**config.mk**
```make
export PLATFORM = sky130hd
export DESIGN_NAME = vram_slot_arbiter_flat
export DESIGN_NICKNAME = d
export VERILOG_FILES = /design/src/rtl/vram_slot_arbiter_pkg.sv /design/src/rtl/vram_slot_arbiter_if.sv /design/src/rtl/vram_slot_arbiter_timer.sv /design/src/rtl/vram_slot_arbiter.sv /design/src/flat_wrapper.sv
export SDC_FILE = /design/constraint.sdc
export NUM_CORES = 1
export LEC_CHECK = 0
export CAP_MARGIN = 10
export CORE_ASPECT_RATIO = 0.75
export CORE_MARGIN = 8
export CORE_UTILIZATION = 47
export CTS_CLUSTER_DIAMETER = 120
export DETAILED_ROUTE_END_ITERATION = 7
export GPL_ROUTABILITY_DRIVEN = 0
export PLACE_DENSITY_LB_ADDON = 0.3
export SLEW_MARGIN = 20
export SYNTH_ARGS = -nofsm -noshare
export SYNTH_HDL_FRONTEND = slang
export SYNTH_SLANG_ARGS = --single-unit
```
**constraint.sdc**
```tcl
create_clock -name clk -period 2.45 [get_ports clk]
set_input_delay 0.6125 -clock clk [delete_from_list [all_inputs] [get_ports clk]]
set_output_delay 0.6125 -clock clk [all_outputs]
set_load 0.1 [all_outputs]
```
**src/rtl/vram_slot_arbiter_pkg.sv**
```systemverilog
// Shared types and constants for the VRAM time-slot arbiter.
// Phase encoding, slot ownership, and address-mux select values.
package vram_arb_pkg;

    localparam int SLOT_PHASES = 4;

    localparam logic MUX_SEL_VIDEO = 1'b0;
    localparam logic MUX_SEL_CPU   = 1'b1;

    typedef enum logic [$clog2(SLOT_PHASES)-1:0] {
        P0 = 2'd0,
        P1 = 2'd1,
        P2 = 2'd2,
        P3 = 2'd3
    } phase_t;

    typedef enum logic [1:0] {
        VIDEO = 2'd0,
        CPU   = 2'd1,
        IDLE  = 2'd2
    } owner_t;

endpackage

```
**src/rtl/vram_slot_arbiter_if.sv**
```systemverilog
// VRAM arbiter bus: CPU request side, video sync/enable, RAM and address-mux controls.
// The arbiter takes the slave modport; the surrounding system drives the master side.
interface vram_slot_arbiter_if #(parameter int DATA_W = 8);
    logic              cen;
    logic              vid_sync;
    logic              cpu_req;
    logic              cpu_we;
    logic [DATA_W-1:0] cpu_wdata;
    logic [DATA_W-1:0] ram_dout;
    logic              mux_s;
    logic              mux_clk;
    logic              ram_we_n;
    logic [DATA_W-1:0] ram_wdata;
    logic              cpu_wait;
    logic              cpu_ack;
    logic [DATA_W-1:0] cpu_rdata;
    logic [DATA_W-1:0] vid_data;
    logic              vid_valid;

    modport slave (
        input  cen, vid_sync, cpu_req, cpu_we, cpu_wdata, ram_dout,
        output mux_s, mux_clk, ram_we_n, ram_wdata, cpu_wait, cpu_ack,
               cpu_rdata, vid_data, vid_valid
    );

    modport master (
        output cen, vid_sync, cpu_req, cpu_we, cpu_wdata, ram_dout,
        input  mux_s, mux_clk, ram_we_n, ram_wdata, cpu_wait, cpu_ack,
               cpu_rdata, vid_data, vid_valid
    );
endinterface

```
**src/rtl/vram_slot_arbiter_timer.sv**
```systemverilog
// Slot timer: 4-phase counter per cen tick, even/odd slot parity, deferred vid_sync realign.
// Latency: phase advances on each cen edge; a pending sync takes effect at the next P3->P0 boundary.
module vram_slot_timer
    import vram_arb_pkg::*;
(
    input  logic   clk,
    input  logic   reset_n,
    input  logic   cen_i,
    input  logic   vid_sync_i,
    output phase_t phase_o,
    output logic   slot_odd_o
);

    phase_t phase_q, phase_d;
    logic   odd_q, odd_d;
    logic   sync_pend_q, sync_pend_d;

    always_ff @(posedge clk or negedge reset_n) begin
        if (!reset_n) begin
            phase_q     <= P0;
            odd_q       <= 1'b0;
            sync_pend_q <= 1'b0;
        end else begin
            phase_q     <= phase_d;
            odd_q       <= odd_d;
            sync_pend_q <= sync_pend_d;
        end
    end

    // The strobe is captured on any clk so a short sync pulse between cen ticks is not lost.
    always_comb begin
        phase_d     = phase_q;
        odd_d       = odd_q;
        sync_pend_d = sync_pend_q | vid_sync_i;
        if (cen_i) begin
            case (phase_q)
                P0: phase_d = P1;
                P1: phase_d = P2;
                P2: phase_d = P3;
                P3: begin
                    phase_d = P0;
                    if (sync_pend_d) begin
                        odd_d       = 1'b0;
                        sync_pend_d = 1'b0;
                    end else begin
                        odd_d = ~odd_q;
                    end
                end
            endcase
        end
    end

    assign phase_o    = phase_q;
    assign slot_odd_o = odd_q;

endmodule

```
**src/rtl/vram_slot_arbiter.sv**
```systemverilog
// Shares one VRAM between CPU and video scan in alternating 4-phase slots, driving the address mux bank.
// Latency: CPU ack 3 cen ticks after odd-P0 grant; backpressure via registered cpu_wait until ack.
module vram_slot_arbiter
    import vram_arb_pkg::*;
#(
    parameter int DATA_W = 8
) (
    input logic             clk,
    input logic             reset_n,
    vram_slot_arbiter_if.slave bus
);

    phase_t phase;
    logic   slot_odd;

    vram_slot_timer u_timer (
        .clk        (clk),
        .reset_n    (reset_n),
        .cen_i      (bus.cen),
        .vid_sync_i (bus.vid_sync),
        .phase_o    (phase),
        .slot_odd_o (slot_odd)
    );

    owner_t            owner_q, owner_d;
    logic              wr_q, wr_d;
    logic              mux_s_q, mux_s_d;
    logic              mux_clk_q, mux_clk_d;
    logic              we_n_q, we_n_d;
    logic [DATA_W-1:0] wdata_q, wdata_d;
    logic [DATA_W-1:0] rdata_q, rdata_d;
    logic [DATA_W-1:0] vdata_q, vdata_d;
    logic              vvalid_q, vvalid_d;
    logic              ack_q, ack_d;
    logic              wait_q, wait_d;

    always_ff @(posedge clk or negedge reset_n) begin
        if (!reset_n) begin
            owner_q   <= IDLE;
            wr_q      <= 1'b0;
            mux_s_q   <= MUX_SEL_VIDEO;
            mux_clk_q <= 1'b1;
            we_n_q    <= 1'b1;
            wdata_q   <= '0;
            rdata_q   <= '0;
            vdata_q   <= '0;
            vvalid_q  <= 1'b0;
            ack_q     <= 1'b0;
            wait_q    <= 1'b0;
        end else begin
            owner_q   <= owner_d;
            wr_q      <= wr_d;
            mux_s_q   <= mux_s_d;
            mux_clk_q <= mux_clk_d;
            we_n_q    <= we_n_d;
            wdata_q   <= wdata_d;
            rdata_q   <= rdata_d;
            vdata_q   <= vdata_d;
            vvalid_q  <= vvalid_d;
            ack_q     <= ack_d;
            wait_q    <= wait_d;
        end
    end

    // Pulses default low every clk so they last exactly one clk even when cen drops afterwards.
    always_comb begin
        owner_d   = owner_q;
        wr_d      = wr_q;
        mux_s_d   = mux_s_q;
        mux_clk_d = mux_clk_q;
        we_n_d    = we_n_q;
        wdata_d   = wdata_q;
        rdata_d   = rdata_q;
        vdata_d   = vdata_q;
        vvalid_d  = 1'b0;
        ack_d     = 1'b0;
        wait_d    = wait_q;
        if (bus.cen) begin
            wait_d = bus.cpu_req;
            case (phase)
                P0: begin
                    if (!slot_odd) begin
                        owner_d = VIDEO;
                        mux_s_d = MUX_SEL_VIDEO;
                    end else if (bus.cpu_req) begin
                        owner_d = CPU;
                        mux_s_d = MUX_SEL_CPU;
                        wdata_d = bus.cpu_wdata;
                        wr_d    = bus.cpu_we;
                    end else begin
                        owner_d = IDLE;
                        mux_s_d = MUX_SEL_VIDEO;
                    end
                end
                P1: begin
                    if (owner_q != IDLE) mux_clk_d = 1'b0;
                end
                P2: begin
                    mux_clk_d = 1'b1;
                    if (owner_q == CPU && wr_q) we_n_d = 1'b0;
                end
                P3: begin
                    we_n_d = 1'b1;
                    if (owner_q == VIDEO) begin
                        vdata_d  = bus.ram_dout;
                        vvalid_d = 1'b1;
                    end else if (owner_q == CPU) begin
                        if (!wr_q) rdata_d = bus.ram_dout;
                        ack_d  = 1'b1;
                        wait_d = 1'b0;
                    end
                end
            endcase
        end
    end

    assign bus.mux_s     = mux_s_q;
    assign bus.mux_clk   = mux_clk_q;
    assign bus.ram_we_n  = we_n_q;
    assign bus.ram_wdata = wdata_q;
    assign bus.cpu_wait  = wait_q;
    assign bus.cpu_ack   = ack_q;
    assign bus.cpu_rdata = rdata_q;
    assign bus.vid_data  = vdata_q;
    assign bus.vid_valid = vvalid_q;

endmodule

```
**src/flat_wrapper.sv**
```systemverilog
// flat-port wrapper written by rule: the top's interface ports become plain ports
module vram_slot_arbiter_flat import vram_arb_pkg::*;
#(
    parameter int DATA_W = 8
)
  (clk, reset_n, bus_cen, bus_vid_sync, bus_cpu_req, bus_cpu_we, bus_cpu_wdata, bus_ram_dout, bus_mux_s, bus_mux_clk, bus_ram_we_n, bus_ram_wdata, bus_cpu_wait, bus_cpu_ack, bus_cpu_rdata, bus_vid_data, bus_vid_valid);
  vram_slot_arbiter_if #(.DATA_W(DATA_W)) bus_i ();
  input logic clk;
  input logic reset_n;
  input wire logic [$bits(bus_i.cen)-1:0] bus_cen;
  input wire logic [$bits(bus_i.vid_sync)-1:0] bus_vid_sync;
  input wire logic [$bits(bus_i.cpu_req)-1:0] bus_cpu_req;
  input wire logic [$bits(bus_i.cpu_we)-1:0] bus_cpu_we;
  input wire logic [$bits(bus_i.cpu_wdata)-1:0] bus_cpu_wdata;
  input wire logic [$bits(bus_i.ram_dout)-1:0] bus_ram_dout;
  output wire logic [$bits(bus_i.mux_s)-1:0] bus_mux_s;
  output wire logic [$bits(bus_i.mux_clk)-1:0] bus_mux_clk;
  output wire logic [$bits(bus_i.ram_we_n)-1:0] bus_ram_we_n;
  output wire logic [$bits(bus_i.ram_wdata)-1:0] bus_ram_wdata;
  output wire logic [$bits(bus_i.cpu_wait)-1:0] bus_cpu_wait;
  output wire logic [$bits(bus_i.cpu_ack)-1:0] bus_cpu_ack;
  output wire logic [$bits(bus_i.cpu_rdata)-1:0] bus_cpu_rdata;
  output wire logic [$bits(bus_i.vid_data)-1:0] bus_vid_data;
  output wire logic [$bits(bus_i.vid_valid)-1:0] bus_vid_valid;
  assign bus_i.cen = bus_cen;
  assign bus_i.vid_sync = bus_vid_sync;
  assign bus_i.cpu_req = bus_cpu_req;
  assign bus_i.cpu_we = bus_cpu_we;
  assign bus_i.cpu_wdata = bus_cpu_wdata;
  assign bus_i.ram_dout = bus_ram_dout;
  assign bus_mux_s = bus_i.mux_s;
  assign bus_mux_clk = bus_i.mux_clk;
  assign bus_ram_we_n = bus_i.ram_we_n;
  assign bus_ram_wdata = bus_i.ram_wdata;
  assign bus_cpu_wait = bus_i.cpu_wait;
  assign bus_cpu_ack = bus_i.cpu_ack;
  assign bus_cpu_rdata = bus_i.cpu_rdata;
  assign bus_vid_data = bus_i.vid_data;
  assign bus_vid_valid = bus_i.vid_valid;
  vram_slot_arbiter #(.DATA_W(DATA_W)) u_core (.clk(clk), .reset_n(reset_n), .bus(bus_i));
endmodule
```
==> impl_metrics.sql, run 1 <==
INSERT INTO impl_metrics (metric_group, metric, value, unit) VALUES
('clocking', 'postCtsHoldBufs', '0', ''),
('clocking', 'gates_resized_cts_repair', '0', ''),
('worst_setup_path', 'startpoint_type', 'primary input', ''),
('hold_path', 'min_path_cells', '1', ''),
('sta', 'hold_viol', '0', ''),
('floorplan', 'design.portCount', '52', ''),
('drt', 'wl_per_cell', '16.0', 'um'),
('placement', 'place.detailed.hpwl', '2490', 'um'),
('global_routing', 'gr-usage-all-layers', '12.7', '%'),
('clocking', 'htreeDepth', '2', ''),
('yosys', 'synth_nets', '126', ''),
('drt', 'drc', '0', ''),
('global_routing', 'global_route_wire_length_before_repair', '5160', 'um'),
('drt', 'detail_route.vias_per_cell', '5.02', ''),
('sta', 'max_freq', '0.544', 'GHz'),
('worst_setup_path', 'worst_path_class_setup', 'in -> reg', ''),
('clocking', 'clkTransAtPathRegs', '0.07', 'ns'),
('sta', 'worst_slew_margin_rel', '70.2', '%'),
('placement', 'portBuffers', '51', ''),
('yosys', 'ys_types', '21', ''),
('floorplan', 'floorplan.die.height', '64.4', 'um'),
('finish', 'antennaDiodeCount', '0', ''),
('floorplan', 'start_util', '49.6', '%'),
('yosys', 'post_synth_instance_area', '1470', 'sq um'),
('clocking', 'cts_tree', 'done', ''),
('floorplan', 'die_width', '80.5', 'um'),
('global_routing', 'grt.met2_usage', '20.3', '%'),
('global_routing', 'grt_max_degree', '37', ''),
('worst_setup_path', 'timing.critical_path.to_type', 'register', ''),
('finish', 'layout.cells.non_filler', '199', ''),
('yosys', 'simple_gate_fraction_of_synth_area', '8.70', '%'),
('outcome', 'outcome', 'finished clean', ''),
('sta', 'clock-skew-final', '0.00690', 'ns'),
('worst_setup_path', 'worst-endpoint-arrival', '2.00', 'ns'),
('placement', 'numPlacedInstances', '191', ''),
('sta', 'timing.final.setup_violations', '0', ''),
('finish', 'final_design_area_no_fill', '2100', 'sq um'),
('worst_setup_path', 'regToRegEndpoint', 'u_core.bus.cpu_rdata[6]$_DFFE_PN0P_', ''),
('yosys', 'synth-warning-count', '0', ''),
('drt', 'ant_nets', '0', ''),
('sta', 'layout_min_cycle_time', '1.84', 'ns'),
('finish', 'layout.cells.most_common_list', 'sky130_fd_sc_hd__buf_4 (34), sky130_fd_sc_hd__dfrtp_1 (33), sky130_fd_sc_hd__mux2_2 (26)', ''),
('global_routing', 'grt_pass1_vias', '1107', ''),
('worst_setup_path', 'critical_path.max_fanout', '8', ''),
('yosys', 'ys_seq_area_share', '61.7', '%'),
('clocking', 'cts_sinks', '36', ''),
('sta', 'timing_worst_slew_pin_value', '0.447', 'ns'),
('yosys', 'synthesized_area_fraction_occupied_by_adder_cells', '4.27', '%'),
('yosys', 'post_synth_inst_count', '99', ''),
('global_routing', 'gr-max-usage-layer', 'met2', ''),
('global_routing', 'globalRouteMet3Util', '6.70', '%'),
('job', 'max-cap-violations', '0', ''),
('drt', 'totalWireLength', '3190', 'um'),
('drt', 'drt_iter0_drc', '31', ''),
('drt', 'detail_route.first_pass.iterations', '2', ''),
('hold_path', 'min-delay-path-class', 'reg -> reg', ''),
('finish', 'drive_gt1_share', '46.0', '%'),
('sta', 'unrepaired_setup_endpoints_after_global_routing', 'no', ''),
('yosys', 'synth_compound_area_share', '3.24', '%'),
('sta', 'drv_slew', '0', ''),
('global_routing', 'grtUsageMet1', '14.5', '%'),
('sta', 'finalCritPeriodShare', '75.0', '%'),
('floorplan', 'fp.dieArea', '5180', 'sq um'),
('worst_setup_path', 'reg2reg_depth', '5', ''),
('clocking', 'tritoncts.num_buffers', '5', ''),
('worst_setup_path', 'worst_r2r_startpoint', 'u_core.u_timer.phase_o[0]$_DFFE_PN0P_', ''),
('clocking', 'number_of_setup_buffers_added_after_cts', '0', ''),
('floorplan', 'core-area', '2960', 'sq um'),
('floorplan', 'placement_rows', '17', ''),
('hold_path', 'worstHoldStart', 'u_core.bus.cpu_rdata[3]$_DFFE_PN0P_', ''),
('clocking', 'clk_root_buffer_cell', 'sky130_fd_sc_hd__clkbuf_8', '');
state kept, by name (all words and copies together), names as in the netlist:
register	flops
u_core.bus.cpu_rdata	8
u_core.bus.ram_wdata	8
u_core.bus.vid_data	8
u_core.u_timer.phase_o	2
u_core.bus.cpu_ack	1
u_core.bus.cpu_wait	1
u_core.bus.mux_clk	1
u_core.bus.mux_s	1
u_core.bus.ram_we_n	1
u_core.bus.vid_valid	1
u_core.owner_q	1
u_core.u_timer.slot_odd_o	1
u_core.u_timer.sync_pend_q	1
u_core.wr_q	1
worst max-delay path by stage:
stage / from / end / depth (start not counted)
2_1_floorplan: u_core.bus.mux_s$_DFFE_PN0P_ / u_core.bus.cpu_rdata[0]$_DFFE_PN0P_ / 2
3_3_place_gp: bus_cen / u_core.bus.cpu_rdata[1]$_DFFE_PN0P_ / 5
3_5_place_dp: bus_cen / u_core.bus.vid_data[6]$_DFFE_PN0P_ / 4
4_1_cts: bus_cen / u_core.bus.vid_data[6]$_DFFE_PN0P_ / 4
5_1_grt: bus_cen / u_core.bus.cpu_rdata[1]$_DFFE_PN0P_ / 5
6_report: bus_cen / u_core.bus.cpu_rdata[6]$_DFFE_PN0P_ / 5
layout make-up:
type / count / area, sq um
tap: 38 / 47.5
timing repair buffer: 55 / 465
clock buffer: 7 / 96.3
fill: 213 / 855
sequential: 36 / 905
clock inverter: 1 / 30.0
multi-input combinational: 60 / 551
inverter: 2 / 7.51
synthesized netlist by cell type:
| master | n | area share [%] |
|---|---|---|
| sky130_fd_sc_hd__nor3_4 | 1 | 1.1 |
| sky130_fd_sc_hd__o21ai_0 | 5 | 1.7 |
| sky130_fd_sc_hd__nand4_1 | 1 | 0.43 |
| sky130_fd_sc_hd__dfrtp_1 | 33 | 56 |
| sky130_fd_sc_hd__nor2_1 | 2 | 0.51 |
| sky130_fd_sc_hd__buf_1 | 1 | 0.26 |
| sky130_fd_sc_hd__nor4_1 | 1 | 0.43 |
| sky130_fd_sc_hd__nand2_1 | 5 | 1.3 |
| sky130_fd_sc_hd__a21o_1 | 1 | 0.51 |
| sky130_fd_sc_hd__and4b_1 | 1 | 0.68 |
| sky130_fd_sc_hd__nand2_2 | 1 | 0.43 |
| sky130_fd_sc_hd__dfstp_2 | 3 | 5.4 |
| sky130_fd_sc_hd__inv_1 | 2 | 0.51 |
| sky130_fd_sc_hd__nor3b_1 | 1 | 0.51 |
| sky130_fd_sc_hd__mux2i_1 | 2 | 1.4 |
| sky130_fd_sc_hd__nor4b_4 | 1 | 1.6 |
| sky130_fd_sc_hd__nor2b_1 | 1 | 0.43 |
| sky130_fd_sc_hd__ha_1 | 5 | 4.3 |
| sky130_fd_sc_hd__a21oi_1 | 3 | 1.0 |
| sky130_fd_sc_hd__nand2b_1 | 3 | 1.3 |
| sky130_fd_sc_hd__mux2_2 | 26 | 20 |
worst max-delay path, stage by stage:
cell and delay [ns]:
sky130_fd_sc_hd__clkdlybuf4s50_1 0.50, sky130_fd_sc_hd__nand2_2 0.12, sky130_fd_sc_hd__nor4b_4 0.22, sky130_fd_sc_hd__buf_4 0.21
sky130_fd_sc_hd__mux2_2 0.34
cell families after synthesis:
family / after synthesis
adders and majority gates: 5
DFF: 36
buffers and inverters: 3
AOI/OAI and AO/OA: 9
muxes: 28
and+or+nand+nor: 18
routing by layer:
| layer | up-vias | share of wire (%) |
|---|---|---|
| met5 | - | 0 |
| met4 | 0 | 0.25 |
| met3 | 2 | 8.4 |
| met2 | 29 | 49 |
| met1 | 496 | 42 |
| li1 | 472 | - |
metrics by stage:
stage               hold slack, ns  util [%]
global route                 0.523      71.1
floorplan                    0.317         -
global placement             0.490      66.8
finish                       0.509      71.1
detailed placement           0.498      66.8
CTS                          0.515      71.1
Power of run 1 is left out: the tool's default activity adds up to more than one toggle a clock period on the data nets, which glitch-free logic cannot reach.
==> run 2, diff against run 1 <==
- CORE_UTILIZATION: 47 -> 40
- clock period: 2.45 -> 1.5 ns (I/O delays scaled with it)
==> impl_metrics.sql, run 2 (same netlist as run 1, synthesis figures left out) <==
INSERT INTO impl_metrics (metric_group, metric, value, unit) VALUES
('placement', 'dpl_worst_slack', '-0.386', 'ns'),
('finish', 'regArea', '911', 'sq um'),
('placement', 'portBuffers', '51', ''),
('drt', 'drc', '0', ''),
('job', 'max-cap-violations', '0', ''),
('sta', 'setup_tns', '0', 'ns'),
('hold_path', 'min-delay-path-class', 'in -> async', ''),
('placement', 'place.detailed.hpwl', '2710', 'um'),
('clocking', 'cts_buffer_depth', '2', ''),
('sta', 'finalCritPeriodShare', '99.8', '%'),
('global_routing', 'grt_max_degree', '37', ''),
('clocking', 'cts_sinks', '36', ''),
('clocking', 'htreeDepth', '2', ''),
('finish', 'antennaDiodeCount', '0', ''),
('worst_setup_path', 'path_cells', 'ha_4 > nand2_4 > buf_4 > nor3_4 > buf_12 > mux2_4', ''),
('clocking', 'clk_root_buffer_cell', 'sky130_fd_sc_hd__clkbuf_8', ''),
('sta', 'unrepaired_setup_endpoints_after_global_routing', 'yes', ''),
('floorplan', 'die_width', '85.9', 'um'),
('sta', 'fin_hold_ws', '0.442', 'ns'),
('sta', 'max_freq', '0.668', 'GHz'),
('finish', 'n_fill_cell', '235', ''),
('global_routing', 'antenna_violations_before_repair', '0', ''),
('worst_setup_path', 'timing.critical_path.to_type', 'register', ''),
('floorplan', 'core-area', '3590', 'sq um'),
('clocking', 'postCtsHoldBufs', '0', ''),
('global_routing', 'gr-usage-all-layers', '13.7', '%'),
('drt', 'wl_per_cell', '17.0', 'um'),
('drt', 'drt_iter0_drc', '29', ''),
('floorplan', 'fp.dieArea', '5880', 'sq um'),
('sta', 'timing_worst_slew_pin_value', '0.240', 'ns'),
('drt', 'vias', '1039', ''),
('sta', 'worst_slew_margin_rel', '84.0', '%'),
('finish', 'layout.cells.most_common_list', 'sky130_fd_sc_hd__buf_12 (32), sky130_fd_sc_hd__dfrtp_1 (30), sky130_fd_sc_hd__clkdlybuf4s50_1 (20)', ''),
('worst_setup_path', 'critical-path-slowest-cell', 'sky130_fd_sc_hd__dfrtp_2', ''),
('clocking', 'tritoncts.num_buffers', '5', ''),
('drt', 'detail_route.vias_per_cell', '4.68', ''),
('worst_setup_path', 'crit_required', '1.68', 'ns'),
('finish', 'leading_cell_type_in_the_layout_fill_and_taps_excluded', 'sky130_fd_sc_hd__buf_12', ''),
('global_routing', 'grt_remaining_overflow', '0', ''),
('clocking', 'cts_tree', 'done', ''),
('clocking', 'clkTransAtPathRegs', '0.08', 'ns'),
('worst_setup_path', 'crit_start', 'u_core.u_timer.phase_o[1]$_DFFE_PN0P_', ''),
('drt', 'ant_nets', '0', ''),
('floorplan', 'placement_rows', '19', ''),
('finish', 'layout_stage_area_growth_over_the_synthesis_result', '82.3', '%'),
('sta', 'hold_viol', '0', ''),
('floorplan', 'floorplan.die.height', '68.4', 'um'),
('sta', 'setup_slack', '0.00326', 'ns'),
('outcome', 'outcome', 'finished clean', ''),
('finish', 'fin_nets', '196', ''),
('floorplan', 'design.portCount', '52', ''),
('sta', 'drv_slew', '0', ''),
('worst_setup_path', 'worst_path_class_setup', 'reg -> reg', ''),
('drt', 'detail_route.first_pass.iterations', '4', ''),
('worst_setup_path', 'max_stage_delay', '0.42', 'ns'),
('worst_setup_path', 'startpoint_type', 'register', ''),
('sta', 'clock-skew-final', '0.00889', 'ns'),
('finish', 'drive_gt1_share', '52.4', '%'),
('sta', 'timing.final.setup_violations', '0', ''),
('finish', 'area_of_the_multi_input_gates', '634', 'sq um'),
('clocking', 'insertion_delay', '0.29', 'ns'),
('worst_setup_path', 'worst_r2r_startpoint', 'u_core.u_timer.phase_o[1]$_DFFE_PN0P_', ''),
('drt', 'totalWireLength', '3780', 'um'),
('floorplan', 'start_util', '40.9', '%'),
('sta', 'layout_min_cycle_time', '1.50', 'ns'),
('worst_setup_path', 'critical_path.max_fanout', '9', ''),
('global_routing', 'grt_pass1_vias', '1201', ''),
('global_routing', 'global_route_wire_length_before_repair', '5930', 'um'),
('worst_setup_path', 'worst-endpoint-arrival', '1.67', 'ns');
-- run 2: cell count changes in the layout (fill, tap and decap cells not counted), sizes merged --
cell	previous run	this run
dlymetal6s2s	0	1
clkdlybuf4s50	21	20
buf	34	43
clkbuf	7	5
clkinvlp	0	1
clkinv	0	1
-- run 2: worst paths after layout --
| kind | depth (start not counted) | end | slack (ns) |
|---|---|---|---|
| worst max-delay path | 6 | u_core.bus.vid_data[5]$_DFFE_PN0P_ | 0.003 |
| worst min-delay path | 2 | u_core.bus.vid_data[7]$_DFFE_PN0P_ | 0.44 |
| worst max register to register | 6 | u_core.bus.vid_data[5]$_DFFE_PN0P_ | 0.003 |
| worst min register to register | 2 | u_core.u_timer.sync_pend_q$_DFF_PN0_ | 0.53 |
| max in group asynchronous | 2 | u_core.bus.mux_clk$_DFFE_PN1P_ | 0.80 |
| min in group clk | 2 | u_core.u_timer.sync_pend_q$_DFF_PN0_ | 0.53 |
-- run 2: what timing repair did --
item / in CTS / in global routing
buffers inserted: 2 / 2
pin swaps: 1 / 1
hold endpoints to repair: 0 / 0
endpoints found under the setup margin: 10 / 25
gates resized for setup: 7 / 20
-- run 2: worst max-delay path, delay by kind of cell, from the launching register on --
| kind | cells | cell delay (ns) |
|---|---|---|
| fa+ha+maj | 1 | 0.16 |
| simple gates | 2 | 0.20 |
| mux | 1 | 0.30 |
| buf+inv | 2 | 0.31 |
| flops | 1 | 0.42 |
-- run 2: cell type report --
cell class,count,share of cell area [%]
repair buffers,64,35.3
flip-flops and latches,36,34.1
multi-input cells,60,23.7
clock buffers,5,2.57
well taps,52,2.43
clock inverters,3,1.59
inverters,2,0.281
-- run 2: routing by layer --
metal | up-vias | track usage (%) | routed length, um
met5 | - | 0 | 0
met4 | 0 | 8.48 | 78
met3 | 7 | 6.59 | 300
met2 | 28 | 22.4 | 1830
met1 | 515 | 14.4 | 1560
li1 | 489 | - | -
-- run 2: metrics by stage --
step,utilization [%],instances,cell area (sq um)
CTS,72.0,220,2580
global placement,67.8,210,2430
global route,74.5,222,2670
floorplan,-,99,1470
finish,74.5,222,2670
detailed placement,67.8,210,2430
Power of run 2 is left out for the same reason.
==> run 3, diff against run 2 <==
- GPL_TIMING_DRIVEN: not set -> 0
==> impl_metrics.sql, run 3 (same netlist as run 1, synthesis figures left out) <==
INSERT INTO impl_metrics (metric_group, metric, value, unit) VALUES
('outcome', 'outcome', 'finished with violations', ''),
('outcome', 'failed_checks', 'negative setup slack', ''),
('clocking', 'postCtsHoldBufs', '0', ''),
('worst_setup_path', 'critical_path.max_fanout', '5', ''),
('sta', 'hold_viol', '0', ''),
('worst_setup_path', 'crit_start', 'u_core.u_timer.phase_o[0]$_DFFE_PN0P_', ''),
('sta', 'worst_slew_margin_rel', '66.8', '%'),
('worst_setup_path', 'timing.reg2reg.setup_slack', '-0.06', 'ns'),
('worst_setup_path', 'reg2reg_depth', '5', ''),
('placement', 'place.detailed.hpwl', '2640', 'um'),
('global_routing', 'grt_pass1_vias', '1189', ''),
('sta', 'timing.final.setup_violations', '8', ''),
('finish', 'layout_stage_area_growth_over_the_synthesis_result', '51.1', '%'),
('hold_path', 'min-delay-path-class', 'in -> async', ''),
('floorplan', 'die_width', '85.9', 'um'),
('finish', 'antennaDiodeCount', '0', ''),
('sta', 'unrepaired_setup_endpoints_after_global_routing', 'yes', ''),
('finish', 'layout.cells.most_common_list', 'sky130_fd_sc_hd__dfrtp_1 (31), sky130_fd_sc_hd__buf_2 (22), sky130_fd_sc_hd__clkdlybuf4s50_1 (19)', ''),
('global_routing', 'global_route_wire_length_before_repair', '5890', 'um'),
('finish', 'drive_gt1_share', '52.1', '%'),
('sta', 'clock-skew-final', '0.00642', 'ns'),
('drt', 'ant_nets', '0', ''),
('floorplan', 'fp.dieArea', '5880', 'sq um'),
('drt', 'drc', '0', ''),
('worst_setup_path', 'worst-endpoint-arrival', '1.77', 'ns'),
('drt', 'wl_per_cell', '16.4', 'um'),
('global_routing', 'gr-usage-all-layers', '13.2', '%'),
('floorplan', 'core-area', '3590', 'sq um'),
('worst_setup_path', 'cp-endpoint', 'u_core.bus.ram_we_n$_DFFE_PN1P_', ''),
('clocking', 'cts_buffer_depth', '2', ''),
('floorplan', 'floorplan.die.height', '68.4', 'um'),
('drt', 'drt_iter0_drc', '31', ''),
('global_routing', 'grt_remaining_overflow', '0', ''),
('worst_setup_path', 'worst_path_class_setup', 'reg -> reg', ''),
('clocking', 'htreeDepth', '2', ''),
('sta', 'timing_worst_slew_pin_value', '0.502', 'ns'),
('clocking', 'clk_root_buffer_cell', 'sky130_fd_sc_hd__clkbuf_8', ''),
('job', 'max-cap-violations', '0', ''),
('clocking', 'cts_sinks', '36', ''),
('clocking', 'cts_tree', 'done', ''),
('clocking', 'tritoncts.num_buffers', '5', ''),
('drt', 'totalWireLength', '3590', 'um'),
('worst_setup_path', 'worst_r2r_startpoint', 'u_core.u_timer.phase_o[0]$_DFFE_PN0P_', ''),
('floorplan', 'placement_rows', '19', ''),
('floorplan', 'design.portCount', '52', ''),
('finish', 'n_fill_cell', '277', ''),
('sta', 'max_freq', '0.641', 'GHz'),
('global_routing', 'grt_max_degree', '20', ''),
('clocking', 'clkTransAtPathRegs', '0.07', 'ns'),
('sta', 'finalCritPeriodShare', '104', '%'),
('clocking', 'insertion_delay', '0.28', 'ns'),
('worst_setup_path', 'startpoint_type', 'register', ''),
('worst_setup_path', 'crit_required', '1.71', 'ns'),
('sta', 'setup_slack', '-0.0606', 'ns'),
('drt', 'detail_route.vias_per_cell', '4.71', ''),
('drt', 'detail_route.first_pass.iterations', '4', ''),
('worst_setup_path', 'regToRegEndpoint', 'u_core.bus.ram_we_n$_DFFE_PN1P_', ''),
('placement', 'portBuffers', '51', ''),
('sta', 'layout_min_cycle_time', '1.56', 'ns'),
('worst_setup_path', 'timing.critical_path.to_type', 'register', ''),
('floorplan', 'start_util', '40.9', '%'),
('global_routing', 'antenna_violations_before_repair', '0', ''),
('sta', 'fin_hold_ws', '0.0402', 'ns'),
('finish', 'leading_cell_type_in_the_layout_fill_and_taps_excluded', 'sky130_fd_sc_hd__dfrtp_1', ''),
('sta', 'drv_slew', '0', ''),
('finish', 'fin_nets', '193', ''),
('drt', 'vias', '1031', '');
run 3: cell types whose count changed in the layout (fill, tap and decap cells not counted), moves of 2 or more:
cell and delta:
sky130_fd_sc_hd__buf_12 -31, sky130_fd_sc_hd__buf_2 +22, sky130_fd_sc_hd__buf_4 -3, sky130_fd_sc_hd__buf_6 +2, sky130_fd_sc_hd__clkbuf_4 +6, sky130_fd_sc_hd__ha_4 +2
sky130_fd_sc_hd__mux2_2 +8, sky130_fd_sc_hd__mux2_4 -8
run 3: what timing repair did:
item                                    CTS  global route
cloned                                    0             0
gates resized for setup                 163            20
pin swaps                                 4             3
endpoints found under the setup margin   56            34
buffers inserted                          6             2
run 3: worst min-delay path by stage:
stage	endpoint
after global placement	u_core.bus.ram_wdata[2]$_DFFE_PN0P_
after CTS	u_core.bus.cpu_rdata[7]$_DFFE_PN0P_
after detailed placement	u_core.bus.cpu_rdata[7]$_DFFE_PN0P_
after floorplan	u_core.bus.cpu_ack$_DFF_PN0_
final	u_core.bus.vid_data[7]$_DFFE_PN0P_
after global routing	u_core.bus.vid_data[7]$_DFFE_PN0P_
run 3: layer usage:
layer  GRT usage [%]  wire [um]
met4            5.00         31
met3            6.35        287
met5               0          0
met1            13.8       1440
met2            23.1       1840
run 3: final cells by class:
type,instances,area (sq um),area share (%)
plain buffers,1,3.75,0.169
clock buffers,5,68.8,3.11
clock inverters,3,42.5,1.92
inverters,2,7.51,0.339
multi-input cells,60,627,28.3
flip-flops and latches,36,910,41.1
well taps,52,65.1,2.94
repair buffers,60,492,22.2
run 3: worst max-delay path, stage by stage, from the launching register on:
cell and delay, ns:
sky130_fd_sc_hd__dfrtp_2 0.41, sky130_fd_sc_hd__inv_1 0.14, sky130_fd_sc_hd__ha_4 0.21, sky130_fd_sc_hd__and4b_1 0.22, sky130_fd_sc_hd__o21ai_2 0.16, sky130_fd_sc_hd__mux2_2 0.35
run 3: per-stage QoR:
stage	area, sq um	TNS (ns)	util [%]	std cells	worst slack [ns]
2_1_floorplan	1470	-0.693	-	99	-0.0866
6_report	2220	-0.360	61.7	219	-0.0606
4_1_cts	2130	-0.865	59.3	217	-0.0984
3_5_place_dp	2070	-25.35	57.6	203	-0.683
5_1_grt	2220	-1.20	61.7	219	-0.132
3_3_place_gp	2050	-47.66	57.0	202	-0.897
Power of run 3 is left out for the same reason.
